File: config.mk
export PLATFORM = sky130hd
export DESIGN_NAME = cu_sequencer
export DESIGN_NICKNAME = d
export VERILOG_FILES = /design/src/rtl/cu_sequencer.sv
export SDC_FILE = /design/constraint.sdc
export NUM_CORES = 1
export LEC_CHECK = 0
export BUFFER_PORTS_ARGS = -buffer_cell sky130_fd_sc_hd__buf_2
export CAP_MARGIN = 20
export CORE_ASPECT_RATIO = 1.5
export CORE_MARGIN = 8
export CORE_UTILIZATION = 40
export CTS_CLUSTER_DIAMETER = 100
export CTS_CLUSTER_SIZE = 16
export DETAILED_ROUTE_END_ITERATION = 10
export GPL_TIMING_DRIVEN = 1
export PLACE_DENSITY = 0.8
export SYNTH_ARGS = -nofsm -noshare
export SYNTH_HDL_FRONTEND = slang
export SYNTH_SLANG_ARGS = --single-unit
File: constraint.sdc
create_clock -name clk -period 2.77 [get_ports clk]
set_clock_uncertainty 0.05 [all_clocks]
set_input_delay 0.277 -clock clk [delete_from_list [all_inputs] [get_ports clk]]
set_output_delay 0.277 -clock clk [all_outputs]
set_load 0.05 [all_outputs]
File: src/rtl/cu_sequencer.sv
// Micro-state counter with one-hot CPU_state decode; state updates on the edge after a strobe, decode is combinational.
// STALL freezes the counter for a cycle; there is no other backpressure.
module cu_sequencer #(
    parameter int STATES = 40,
    parameter int CW     = 6,
    parameter int OPW    = 4
) (
    input  logic              clk,
    input  logic              rst_n,
    input  logic              COUNTER_LD,
    input  logic              COUNTER_INC,
    input  logic              COUNTER_CLR,
    input  logic              STALL,
    input  logic [OPW-1:0]    OPCODE,
    input  logic              ALT,
    output logic [STATES-1:0] CPU_state,
    output logic [CW-1:0]     COUNT,
    output logic              FETCH,
    output logic              INSTR_DONE
);

    localparam logic [CW-1:0] LAST_STATE = CW'(STATES - 1);
    localparam logic [CW-1:0] NOP1_STATE = CW'(3);

    logic [CW-1:0] count;
    logic          instr_done;

    // Start state of each micro-routine; ALT only selects a variant for mov/ldr/str.
    function automatic logic [CW-1:0] start_state(input logic [OPW-1:0] op, input logic alt);
        logic [CW-1:0] s;
        case (int'(op))
            0:       s = CW'(3);
            1:       s = alt ? CW'(5)  : CW'(4);
            2:       s = alt ? CW'(9)  : CW'(7);
            3:       s = alt ? CW'(17) : CW'(13);
            4:       s = CW'(21);
            5:       s = CW'(22);
            6:       s = CW'(23);
            7:       s = CW'(24);
            8:       s = CW'(25);
            9:       s = CW'(26);
            10:      s = CW'(28);
            11:      s = CW'(30);
            12:      s = CW'(32);
            13:      s = CW'(34);
            14:      s = CW'(36);
            15:      s = CW'(38);
            default: s = CW'(3);
        endcase
        return s;
    endfunction

    always_ff @(posedge clk) begin
        if (!rst_n) begin
            count      <= '0;
            instr_done <= 1'b0;
        end else if (int'(count) >= STATES) begin
            // Unreachable in normal operation; recover to fetch1 regardless of strobes.
            count      <= '0;
            instr_done <= 1'b0;
        end else if (STALL) begin
            instr_done <= 1'b0;
        end else if (COUNTER_CLR) begin
            count      <= '0;
            instr_done <= 1'b1;
        end else if (COUNTER_LD) begin
            count      <= start_state(OPCODE, ALT);
            instr_done <= 1'b0;
        end else if (COUNTER_INC) begin
            count      <= (count == LAST_STATE) ? '0 : count + CW'(1);
            instr_done <= 1'b0;
        end else if (count == NOP1_STATE) begin
            // Decode asserts no strobe in nop1, so the sequencer returns to fetch on its own.
            count      <= '0;
            instr_done <= 1'b1;
        end else begin
            instr_done <= 1'b0;
        end
    end

    always_comb begin
        CPU_state = '0;
        if (int'(count) < STATES) begin
            CPU_state = STATES'(1) << count;
        end
    end

    assign COUNT      = count;
    assign FETCH      = (count <= CW'(2));
    assign INSTR_DONE = instr_done;

endmodule
==> impl_results.html <==
<table>
<tr><th>Metric</th><th>Value</th></tr>
<tr><th colspan="2">Status</th></tr>
<tr><td>Result of the run</td><td>finished clean</td></tr>
<tr><th colspan="2">CTS</th></tr>
<tr><td>Count of clock tree sinks</td><td>7</td></tr>
<tr><td>Clock latency reported for the late side of the worst-skew pair</td><td>between 200 and 300 ps</td></tr>
<tr><td>Post-cts repair resize count</td><td>0</td></tr>
<tr><td>Clock transition at the registers of the reported paths</td><td>~50 ps</td></tr>
<tr><td>Clock H-tree levels</td><td>1</td></tr>
<tr><td>Number of setup buffers added after CTS</td><td>0</td></tr>
<tr><td>CTS buffer count</td><td>3</td></tr>
<tr><td>Clock tree from TritonCTS</td><td>done</td></tr>
<tr><td>Clock Path Buffers</td><td>2</td></tr>
<tr><td>Clock root buffer master</td><td>clkbuf_4</td></tr>
<tr><td>Number of hold buffers added after cts</td><td>0</td></tr>
<tr><th colspan="2">Worst setup path</th></tr>
<tr><td>Worst Setup EP</td><td>CPU_state[26]</td></tr>
<tr><td>Setup slack of the worst register-to-register path</td><td>between 900 and 1000 ps</td></tr>
<tr><td>Startpoint types</td><td>flip-flop</td></tr>
<tr><td>Worst r2r src</td><td>COUNT[0]$_SDFFE_PP0P_</td></tr>
<tr><td>Endpoint arrival time on the critical path</td><td>approximately 1900 ps</td></tr>
<tr><td>Data required time at the worst endpoint</td><td>roughly 2400 ps</td></tr>
<tr><td>Critical path type</td><td>reg -&gt; out</td></tr>
<tr><td>Largest fanout of any net on the critical path</td><td>13</td></tr>
<tr><td>Sort of element at the end of the critical path</td><td>output pin</td></tr>
<tr><td>Crit path from</td><td>COUNT[4]$_SDFFE_PP0P_</td></tr>
<tr><td>Reg2reg path depth</td><td>5</td></tr>
<tr><td>Destination of the worst register-to-register timing path</td><td>COUNT[3]$_SDFFE_PP0P_</td></tr>
<tr><th colspan="2">Yosys</th></tr>
<tr><td>Post-synthesis register bit count</td><td>7</td></tr>
<tr><td>Syn. warnings</td><td>0</td></tr>
<tr><td>Leading register cell type out of synthesis</td><td>dfxtp_1</td></tr>
<tr><td>Count of flip-flops with a built-in enable after synthesis</td><td>0</td></tr>
<tr><td>Share of the synthesized area in the top cell type</td><td>0.142</td></tr>
<tr><td>Proportion of register bits with asynchronous set or reset after synthesis</td><td>0</td></tr>
<tr><td>Top post-synthesis cells by count</td><td>nor2_1, nand2_1, and2_1, and3_1, dfxtp_1</td></tr>
<tr><td>Synth Cell Area</td><td>between 900 and 1000 sq um</td></tr>
<tr><td>Largest cells by area after synthesis</td><td>dfxtp_1, nor2_1, ha_1</td></tr>
<tr><td>Sequential fraction of the synthesis area</td><td>0.142</td></tr>
<tr><td>Synthesized net count</td><td>around 170</td></tr>
<tr><td>Average cell area after synthesis</td><td>approximately 6.6 sq um</td></tr>
<tr><td>Cell type with the largest total area after synthesis</td><td>dfxtp_1</td></tr>
<tr><td>Library cell with the highest instance count after synthesis</td><td>nor2_1</td></tr>
<tr><td>Netlist cell types</td><td>44</td></tr>
<tr><td>Mapped Cells</td><td>150</td></tr>
<tr><th colspan="2">Drt</th></tr>
<tr><td>Number of nets with antenna violations after detailed routing</td><td>0</td></tr>
<tr><td>Via count of the routed design</td><td>1264</td></tr>
<tr><td>Count of unresolved DRC violations after routing</td><td>0</td></tr>
<tr><td>Via count normalized by instance count</td><td>~5.6</td></tr>
<tr><td>1st-iter DRT viols</td><td>about 50</td></tr>
<tr><td>Wire length reported by the detailed router</td><td>around 3200 microns</td></tr>
<tr><td>Pre-Repair DR Iteration Count</td><td>4</td></tr>
<tr><td>Avg WL per Cell</td><td>around 14 microns</td></tr>
<tr><th colspan="2">Final layout</th></tr>
<tr><td>Antenna Diode Count</td><td>0</td></tr>
<tr><td>Final standard cell utilization of the core</td><td>0.539</td></tr>
<tr><td>Flip-flop and latch area</td><td>about 140 sq um</td></tr>
<tr><td>Synth-to-layout area growth</td><td>30.3%</td></tr>
<tr><td>Layout cells sized above 1</td><td>0.317</td></tr>
<tr><td>Area occupied by multi-input gates</td><td>between 700 and 800 sq um</td></tr>
<tr><td>Total number of nets in the final design</td><td>between 200 and 250</td></tr>
<tr><td>Filler instances</td><td>269</td></tr>
<tr><th colspan="2">GRT</th></tr>
<tr><td>Global-route usage over all layers</td><td>0.145</td></tr>
<tr><td>Largest net degree at the start of global routing</td><td>16</td></tr>
<tr><td>Global-route wire length before repair</td><td>about 5500 microns</td></tr>
<tr><td>Number of global-route vias before repair</td><td>roughly 1200</td></tr>
<tr><td>Total global routing overflow</td><td>0</td></tr>
<tr><td>Initial antenna violation count</td><td>0</td></tr>
<tr><th colspan="2">Power</th></tr>
<tr><td>VDD IR max</td><td>0.295 mV</td></tr>
<tr><td>Power consumption</td><td>about 0.31 mW</td></tr>
<tr><td>Total power density per cell area</td><td>244 nW/um^2</td></tr>
<tr><td>Leakage power of the design</td><td>roughly 0.67 nW</td></tr>
<tr><th colspan="2">Timing</th></tr>
<tr><td>Accumulated negative setup slack</td><td>0 ps</td></tr>
<tr><td>Peak clock frequency supported by timing</td><td>between 400 and 500 MHz</td></tr>
<tr><td>Tightest slew margin relative to the limit</td><td>0.664</td></tr>
<tr><td>Total count of hold-check failures in the final report</td><td>0</td></tr>
<tr><td>Final critical-path share of the clock period</td><td>0.805</td></tr>
<tr><td>Max-slew violation count</td><td>0</td></tr>
<tr><td>Unrepaired setup endpoints after global routing</td><td>false</td></tr>
<tr><td>Setup Viol. Count Final</td><td>0</td></tr>
<tr><td>Worst Tran Pin Value</td><td>about 500 ps</td></tr>
<tr><td>Post-layout min period</td><td>roughly 2200 ps</td></tr>
<tr><th colspan="2">Die</th></tr>
<tr><td>Die width</td><td>approximately 57 microns</td></tr>
<tr><td>Die Ht</td><td>slightly below 80 microns</td></tr>
<tr><td>Total number of placement rows</td><td>22</td></tr>
<tr><td>Core footprint</td><td>roughly 2400 sq um</td></tr>
<tr><td>Die ar.</td><td>~4400 sq um</td></tr>
<tr><td>Starting Density</td><td>0.413</td></tr>
<tr><td>Number of placed I/O pins</td><td>between 50 and 60</td></tr>
<tr><th colspan="2">Min path</th></tr>
<tr><td>Worst min-delay path class</td><td>in -&gt; reg</td></tr>
<tr><th colspan="2">Placement</th></tr>
<tr><td>Number of buffer cells added on primary ports</td><td>between 50 and 60</td></tr>
<tr><td>Routability cong.</td><td>around 0.91</td></tr>
<tr><td>Dpl hpwl</td><td>2610 microns</td></tr>
<tr><th colspan="2">Run</th></tr>
<tr><td>Count of maximum capacitance violations</td><td>0</td></tr>
</table>
==> logic make-up after synthesis <==
group,synth area share
AOI/OAI and AO/OA,0.267
adders and majority gates,0.0759
buffers and inverters,0.0619
DFF,0.142
muxes,0.0101
and+or+nand+nor,0.444
==> worst max-delay path, stage by stage, from the launching register on <==
cell      delay, ps
dfxtp_1         590
nand2b_1        330
nor3_1          300
and2_1          170
buf_2           260
==> cell type report <==
cell class / instances / share of cell area
clock buffer: 4 / 0.0204
inverter: 4 / 0.0116
multi-input combinational: 129 / 0.611
sequential: 7 / 0.109
tap: 24 / 0.0233
timing repair buffer: 58 / 0.225
==> layout by cell type (no fill, tap or decap), types with 2 or more instances in the layout <==
cell / count
nor3_1: 4
nand2_1: 14
clkbuf_4: 3
nor2b_1: 4
and3_1: 7
inv_1: 4
a32oi_1: 2
o21ai_0: 6
nor2_1: 34
nand2b_1: 4
o2bb2ai_1: 2
a21oi_1: 3
dfxtp_1: 7
nor3b_1: 3
a21o_1: 2
nand3b_1: 2
nand3_1: 6
and2_1: 7
ha_1: 6
buf_2: 58
==> sequential cells by signal (all words and copies together), names as in the netlist <==
register    flops
INSTR_DONE      1
COUNT           6
==> through the flow <==
stage / hold slack, ps / std cells / cell area (sq um) / setup slack [ps]
global placement: 440 / 222 / 1260 / 803
floorplan: 306 / 150 / 990 / 398
detailed placement: 441 / 222 / 1260 / 795
CTS: 173 / 226 / 1290 / 523
finish: 179 / 226 / 1290 / 541
global route: 180 / 226 / 1290 / 302
==> how the worst min path moves through the flow <==
| stage | startpoint | endpoint | cells after the start |
|---|---|---|---|
| after floorplan | STALL | INSTR_DONE$_SDFF_PP0_ | 1 |
| after global placement | STALL | INSTR_DONE$_SDFF_PP0_ | 2 |
| after detailed placement | STALL | INSTR_DONE$_SDFF_PP0_ | 2 |
| after CTS | STALL | INSTR_DONE$_SDFF_PP0_ | 2 |
| after global routing | STALL | INSTR_DONE$_SDFF_PP0_ | 2 |
| final | STALL | INSTR_DONE$_SDFF_PP0_ | 2 |
==> layer usage <==
metal | share of wire | global-route usage
met5 | 0 | 0
met4 | 0.0066 | 0.0338
met3 | 0.073 | 0.0494
met2 | 0.54 | 0.271
met1 | 0.38 | 0.145
==> power breakdown <==
part / switching, mW / total, mW / leakage (nW) / internal, mW
clock network: 0.0363 / 0.0912 / 0.0150 / 0.0549
logic: 0.0761 / 0.112 / 0.601 / 0.0358
registers: 0.00731 / 0.111 / 0.0568 / 0.104
total: 0.120 / 0.314 / 0.672 / 0.194
No activity file was read; power rests on OpenSTA's default activity.
